<file path="src/rtl/result_unload_unit_pkg.sv">
// rtl/result_unload_unit_pkg.sv - shared constants and types for the result unload path
package result_unload_unit_pkg;

  localparam int COLS         = 8;
  localparam int PSUM_W       = 16;
  localparam int ADDR_W       = 6;
  localparam int RESULT_DEPTH = 64;
  localparam int COL_W        = $clog2(COLS);
  localparam int PASS_W       = ADDR_W - COL_W;

  typedef enum logic {
    IDLE   = 1'b0,
    STREAM = 1'b1
  } unload_state_e;

  typedef logic signed [PSUM_W-1:0] psum_t;

endpackage

</file>
<file path="src/rtl/result_capture_buffer.sv">
// rtl/result_capture_buffer.sv - COLS-entry capture register file with column read mux
// Optional ReLU clamp at capture when RESULT_UNLOAD_RELU_EN is defined.
module result_capture_buffer
  import result_unload_unit_pkg::*;
(
  input  logic                   clk,
  input  logic                   rst,
  input  logic                   load_i,
  input  logic [COLS*PSUM_W-1:0] psum_in_i,
  input  logic [COL_W-1:0]       rd_col_i,
  output logic [PSUM_W-1:0]      rd_data_o
);

  psum_t buf_q [COLS];
  psum_t buf_d [COLS];

  always_comb begin
    for (int c = 0; c < COLS; c++) begin
      buf_d[c] = psum_t'(psum_in_i[c*PSUM_W +: PSUM_W]);
`ifdef RESULT_UNLOAD_RELU_EN
      if (buf_d[c][PSUM_W-1]) begin
        buf_d[c] = '0;
      end
`endif
    end
  end

  always_ff @(posedge clk or negedge rst) begin
    if (!rst) begin
      for (int c = 0; c < COLS; c++) begin
        buf_q[c] <= '0;
      end
    end else if (load_i) begin
      for (int c = 0; c < COLS; c++) begin
        buf_q[c] <= buf_d[c];
      end
    end
  end

  assign rd_data_o = buf_q[rd_col_i];

endmodule

</file>
<file path="src/rtl/result_unload_unit.sv">
// rtl/result_unload_unit.sv - captures final column sums and streams them as (addr, data) words
// Build option: RESULT_UNLOAD_RELU_EN clamps negative sums to zero at capture.
module result_unload_unit
  import result_unload_unit_pkg::*;
(
  input  logic                   clk,
  input  logic                   rst,
  input  logic                   clr,
  input  logic                   psum_valid,
  output logic                   psum_ready,
  input  logic [COLS*PSUM_W-1:0] psum_in,
  output logic                   res_valid,
  input  logic                   res_ready,
  output logic [PSUM_W-1:0]      res_data,
  output logic [ADDR_W-1:0]      res_addr,
  output logic                   unload_done
);

  // The address is a plain {pass, col} concatenation, so COLS must tile the address space.
  if ((1 << COL_W) != COLS) begin : g_cols_not_pow2
    $error("result_unload_unit: COLS must be a power of two");
  end
  if ((ADDR_W <= COL_W) || ((1 << ADDR_W) != RESULT_DEPTH)) begin : g_bad_addr_w
    $error("result_unload_unit: ADDR_W inconsistent with COLS/RESULT_DEPTH");
  end

  unload_state_e     state_q, state_d;
  logic [COL_W-1:0]  col_q, col_d;
  logic [PASS_W-1:0] pass_q, pass_d;
  logic              done_q, done_d;
  logic              load;

  always_ff @(posedge clk or negedge rst) begin
    if (!rst) begin
      state_q <= IDLE;
      col_q   <= '0;
      pass_q  <= '0;
      done_q  <= 1'b0;
    end else begin
      state_q <= state_d;
      col_q   <= col_d;
      pass_q  <= pass_d;
      done_q  <= done_d;
    end
  end

  always_comb begin
    state_d = state_q;
    col_d   = col_q;
    pass_d  = pass_q;
    done_d  = 1'b0;
    load    = 1'b0;
    if (clr) begin
      state_d = IDLE;
      col_d   = '0;
      pass_d  = '0;
    end else begin
      case (state_q)
        IDLE: begin
          if (psum_valid) begin
            load    = 1'b1;
            state_d = STREAM;
          end
        end
        STREAM: begin
          if (res_ready) begin
            if (col_q == COL_W'(COLS - 1)) begin
              col_d   = '0;
              pass_d  = pass_q + PASS_W'(1);
              state_d = IDLE;
              done_d  = (pass_q == '1);
            end else begin
              col_d = col_q + COL_W'(1);
            end
          end
        end
        default: state_d = IDLE;
      endcase
    end
  end

  // Buffer is only written in IDLE, so data stays stable while a word is stalled.
  result_capture_buffer u_capture_buffer (
    .clk       (clk),
    .rst       (rst),
    .load_i    (load),
    .psum_in_i (psum_in),
    .rd_col_i  (col_q),
    .rd_data_o (res_data)
  );

  assign psum_ready  = (state_q == IDLE);
  assign res_valid   = (state_q == STREAM);
  assign res_addr    = {pass_q, col_q};
  assign unload_done = done_q;

endmodule

</file>
<file path="config.mk">
export PLATFORM = sky130hd
export DESIGN_NAME = result_unload_unit
export DESIGN_NICKNAME = d
export VERILOG_FILES = /design/src/rtl/result_unload_unit_pkg.sv /design/src/rtl/result_capture_buffer.sv /design/src/rtl/result_unload_unit.sv
export SDC_FILE = /design/constraint.sdc
export NUM_CORES = 1
export LEC_CHECK = 0
export BUFFER_PORTS_ARGS = -buffer_cell sky130_fd_sc_hd__buf_2
export CORE_MARGIN = 2
export CORE_UTILIZATION = 57
export DETAILED_ROUTE_END_ITERATION = 12
export GPL_TIMING_DRIVEN = 0
export PLACE_DENSITY = 0.85
export SYNTH_ARGS = -nofsm -noshare
export SYNTH_HDL_FRONTEND = slang
export SYNTH_SLANG_ARGS = --single-unit
</file>
<file path="constraint.sdc">
create_clock -name clk -period 2.36 [get_ports clk]
set_input_delay 0.118 -clock clk [delete_from_list [all_inputs] [get_ports clk]]
set_output_delay 0.118 -clock clk [all_outputs]
set_load 0.005 [all_outputs]
</file>
==> results of run 1 <==
==> worst max path at each step <==
| stage | start | end | cells past startpoint |
|---|---|---|---|
| after detailed placement | col_q[2] | res_data[13] | 5 |
| final | col_q[0] | res_data[12] | 5 |
| after global placement | rst | u_capture_buffer.buf_q[126] | 1 |
| after global routing | col_q[0] | res_data[0] | 5 |
| after CTS | col_q[0] | res_data[5] | 5 |
| after floorplan | col_q[0] | res_data[0] | 4 |
==> cell usage in the layout (no fill, tap or decap), types with 2 or more instances in the layout <==
| cell type | n |
|---|---|
| a21oi_1 | 2 |
| mux2_4 | 3 |
| buf_6 | 2 |
| clkbuf_8 | 2 |
| nor2_1 | 6 |
| clkbuf_16 | 20 |
| clkbuf_1 | 3 |
| nand2_1 | 4 |
| buf_2 | 158 |
| nand3_1 | 2 |
| clkinvlp_4 | 2 |
| bufinv_16 | 3 |
| buf_12 | 4 |
| clkinv_2 | 5 |
| ha_1 | 5 |
| mux4_2 | 25 |
| buf_4 | 19 |
| mux2i_1 | 3 |
| mux4_1 | 7 |
| dlygate4sd3_1 | 132 |
| mux2_2 | 141 |
| dfrtp_1 | 135 |
==> per-layer routing <==
layer  up-vias  global-route usage (%)  share of wire [%]  routed length, µm
li1       2006                       -                  -                  -
met1      2461                    38.9                 37               7060
met2       234                    59.5                 54              10300
met3        48                    7.71                6.4               1220
met4         0                    14.6                2.9                556
met5         -                       0                  0                  0
==> repair_timing <==
action                                 4_1_cts  5_1_grt
hold buffers                               132        0
setup buffers                                4        1
gates resized for setup                     20       17
setup endpoints to repair                   16       13
endpoints found under the hold margin      272        0
cloned                                       0        4
pin swaps                                    0        0
==> cells by family (layout without fill, tap and decap cells) <==
family,count (synthesis),in the layout
AOI/OAI and AO/OA,3,3
xor gates and xnor gates,1,1
adders and majority gates,5,5
buffers and inverters,27,353
DFF,136,136
muxes,179,179
other,0,1
and+or+nand+nor,15,15
==> state kept, by name, indices dropped and copies added, names as in the netlist <==
name / cells
col_q: 3
pass_q: 3
res_valid: 1
u_capture_buffer.buf_q: 128
unload_done: 1
==> area by class of cell <==
type,instances,area share (%)
Antenna cell,1,0.0271
Buffer,24,2.43
Clock buffer,20,4.61
Clock inverter,10,1.41
Inverter,1,0.0407
Multi-Input combinational cell,203,27.9
Sequential cell,136,36.9
Tap cell,140,1.90
Timing Repair Buffer,298,24.7
==> through the flow <==
step	power [mW]	TNS, ns
after global placement	4.03	-75.32
after CTS	6.84	0
final	6.96	0
after floorplan	3.66	0
after detailed placement	4.12	0
after global routing	7.21	-0.0417
==> report_power, final <==
part           switching (mW)  leakage [nW]  internal, mW  total, mW
clock network           0.955         0.270          1.59       2.54
registers               0.269          1.62          2.76       3.03
logic                   0.485          2.25         0.900       1.39
==> critical path, delay by kind of cell, from the launching register on <==
| family | cells | cell delay [ns] |
|---|---|---|
| DFF | 1 | 0.42 |
| muxes | 2 | 0.86 |
| buffers and inverters | 3 | 0.42 |
==> qor.yml, run 1 <==
wirelength_um: 19100
endpoint_kind: "output pin"
rows: 38
synth_edf_count: 0
cts_buffer_depth: 2
place_congestion: 0.806
synth_area_per_cell_um2: 17.1
die_h_um: 109
drt_iter0_markers: 222
yosys_register_bits: 136
ir_drop_uv: 507
max_stage_delay_ns: 0.54
timing_worst_setup_path_type: "flop to output pin"
dp_cells: 663
reg2reg_to: "res_valid"
yosys.area_share.simple_pct: 1.18
synth-compound-area-share_pct: 0.301
required_ns: 2.24
hold_viol_final: 0
grt-ovfl-total: 0
fin_crit_ns: 2.34
critical_path.cell_chain: "buf_12, buf_12, mux4_2, mux2_2, buf_2"
synth-seq-area-share_pct: 54.5
yosys.area.top_type: "dfrtp_1"
synth_fa_ha_area_share_pct: 1.00
power.leakage_nw: 4.14
insertion_delay_ns: 0.52
antenna_left: 0
clkSinkCount: 136
cp-start-kind: "flop"
area_growth_pct: 47.7
rsz0062_at_grt: "true"
fmax_mhz: 427
synth_xor_area_share_pct: 0.140
dp_hpwl_um: 10600
seqCellArea_um2: 3400
drcViolationCount: 0
cp_slowest_cell: "mux4_2"
clock_tree.root_cell: "clkbuf_8"
cts.clk_slew.worst_paths_ns: 0.06
synth_top_family_by_area: "multiplexers"
die_area_um2: 11800
holdWs_ns: 0.0831
arrival_ns: 2.22
h-tree-depth: 4
dieWidth_um: 109
fin_util_pct: 85.8
worst-r2r-cell-count: 4
synthesis.instances: 366
fin_cells: 833
n_fill_cell: 518
grt_max_degree: 94
place_ws_ns: 0.171
synthArstFlopShare_pct: 100
crit_fanout: 5
cpMostUsedCell: "buf_12"
setup_viol: 0
wl_per_cell_um: 22.9
synth_cell_type_count: 22
antenna_found_initial: 1
yosys.area.top_type_share_pct: 54.5
via_per_inst: 5.70
min_path_type: "primary input to async pin"
grtUsageTotal_pct: 33.5
portBuffers: 156
design.core.area_um2: 10700
r2r_slack_ns: 0.41
fin_crit_sh_pct: 99.2
drv_slew: 0
drive_gt1_share_pct: 56.1
synthesis.area_um2: 6240
synth_nets: 504
synth.area.top_cells: "dfrtp_1, mux2_2, mux4_1"
drv_cap: 0
power_density_nw_per_um2: 754
initial_core_util_pct: 58.1
tightestPinTransition_ns: 0.500
synthMuxAreaShare_pct: 39.7
num_io_pins: 158
skew_ns: 0.00708
final_area_um2: 9220
synth.most_common_cell: "mux2_2"
max_slew_margin_pct: 66.7
post_dp_cell_area_um2: 7230
cts_tree: "done"
rr_startpoint: "col_q[1]"
nets: 819
multi_input_area_um2: 2570
synth_ff_type: "dfrtp_1"
synth_common_cells: "mux2_2, dfrtp_1, mux4_1"
dr.pass1.iters: 4
cts_buffers: 17
grt_pass1_vias: 5404
worst_slack_ns: 0.0193
status: "complete, no violations"
ys_warn_count: 0
vias: 4749
grt_pass1_wl_um: 28400
(Power assumes the default switching activity.)
==> run 2, diff against run 1 <==
--- a/config.mk
+++ b/config.mk
@@ -11,6 +11,7 @@
 export DETAILED_ROUTE_END_ITERATION = 12
 export GPL_TIMING_DRIVEN = 0
 export PLACE_DENSITY = 0.85
+export REMOVE_ABC_BUFFERS = 1
 export SYNTH_ARGS = -nofsm -noshare
 export SYNTH_HDL_FRONTEND = slang
 export SYNTH_SLANG_ARGS = --single-unit
==> qor.yml, run 2 (synthesis results as in run 1) <==
wirelength_um: 18200
arrival_ns: 2.19
dp_cells: 645
seqCellArea_um2: 3410
dieWidth_um: 109
globalRouteMet2Util_pct: 59.4
n_fill_cell: 512
fin_crit_sh_pct: 97.9
h-tree-depth: 4
cp-start-kind: "flop"
insertion_delay_ns: 0.53
place_ws_ns: -0.0386
max_slew_margin_pct: 61.6
use_met1_pct: 35.4
holdWs_ns: 0.0869
top_regs: "u_capture_buffer.buf_q: 128 flops, col_q: 3 flops, pass_q: 3 flops"
skew_ns: 0.00494
power_density_nw_per_um2: 771
clkSinkCount: 136
grt_pass1_vias: 5163
grt_max_degree: 109
crit_fanout: 18
power.leakage_nw: 4.10
cts.clk_slew.worst_paths_ns: 0.06
vias: 4540
tns_ns: 0
setup_viol: 0
endpoint_kind: "output pin"
fmax_mhz: 433
num_io_pins: 158
rows: 38
grtUsageTotal_pct: 32.3
cts_buffer_depth: 2
multi_input_area_um2: 2630
portBuffers: 157
final_common_cell: "buf_2"
post_dp_cell_area_um2: 7210
fin_crit_ns: 2.31
critical_path.cell_chain: "buf_16, mux4_1, mux2_2, buf_2"
cp_num_buf_inv: 2
status: "complete, no violations"
initial_core_util_pct: 58.1
path_delay_family: "multiplexers"
nets: 797
use_met3_pct: 8.55
min_path_type: "primary input to async pin"
drive_gt1_share_pct: 52.8
drt_iter0_markers: 283
cp_slowest_cell: "mux4_1"
final_area_um2: 9160
clock_tree.root_cell: "clkbuf_8"
timing_worst_setup_path_type: "flop to output pin"
design.core.area_um2: 10700
antenna_left: 0
place_congestion: 0.750
fin_util_pct: 85.2
busiest_layer: "met2"
diodes: 0
final_cell_mix: "buf_2, mux2_2, dfrtp_1"
worst_slack_ns: 0.0500
wl_per_cell_um: 22.4
max_stage_delay_ns: 0.59
grt-ovfl-total: 0
via_per_inst: 5.59
antenna_found_initial: 0
top_register: "u_capture_buffer.buf_q"
die_h_um: 109
area_growth_pct: 46.8
drv_cap: 0
power.total_mw: 7.06
dp_hpwl_um: 8740
grt_pass1_wl_um: 27400
ir_drop_uv: 802
die_area_um2: 11800
largest_reg_flops: 128
dr.pass1.iters: 6
drcViolationCount: 0
drv_slew: 0
tightestPinTransition_ns: 0.576
cts_buffers: 17
required_ns: 2.24
cts_tree: "done"
hold_viol_final: 0
fin_cells: 812
run 2: final timing paths:
kind | start | endpoint | slack (ns) | cells past startpoint
setup reg to reg | res_valid | u_capture_buffer.buf_q[44] | 0.35 | 5
setup / recovery | col_q[0] | res_data[2] | 0.05 | 4
max in group asynchronous | rst | col_q[0] | 1.39 | 3
min in group clk | psum_in[12] | u_capture_buffer.buf_q[124] | 0.36 | 3
hold reg to reg | u_capture_buffer.buf_q[69] | u_capture_buffer.buf_q[69] | 0.50 | 1
hold / removal | rst | u_capture_buffer.buf_q[0] | 0.09 | 2
run 2: timing repair:
item	in CTS	in global routing
setup buffers	3	0
endpoints found under the hold margin	272	0
gates resized for setup	2	6
hold buffers	132	0
endpoints found under the setup margin	38	5
pin swaps	1	0
run 2: report_power, final:
part | total [mW] | switching [mW] | internal (mW)
combinational | 1.30 | 0.442 | 0.859
sequential | 3.03 | 0.269 | 2.76
clock | 2.73 | 0.983 | 1.75
run 2: per-layer routing:
| metal | wire, µm | up-vias |
|---|---|---|
| li1 | - | 1984 |
| met1 | 6770 | 2321 |
| met2 | 10000 | 188 |
| met3 | 896 | 47 |
| met4 | 462 | 0 |
| met5 | 0 | - |
run 2: layout make-up:
type	instances	area share, %
sequential	136	37.3
multi-input combinational	203	28.7
timing repair buffer	300	25.5
clock buffer	24	5.36
tap	140	1.91
clock inverter	8	1.28
inverter	1	0.0410
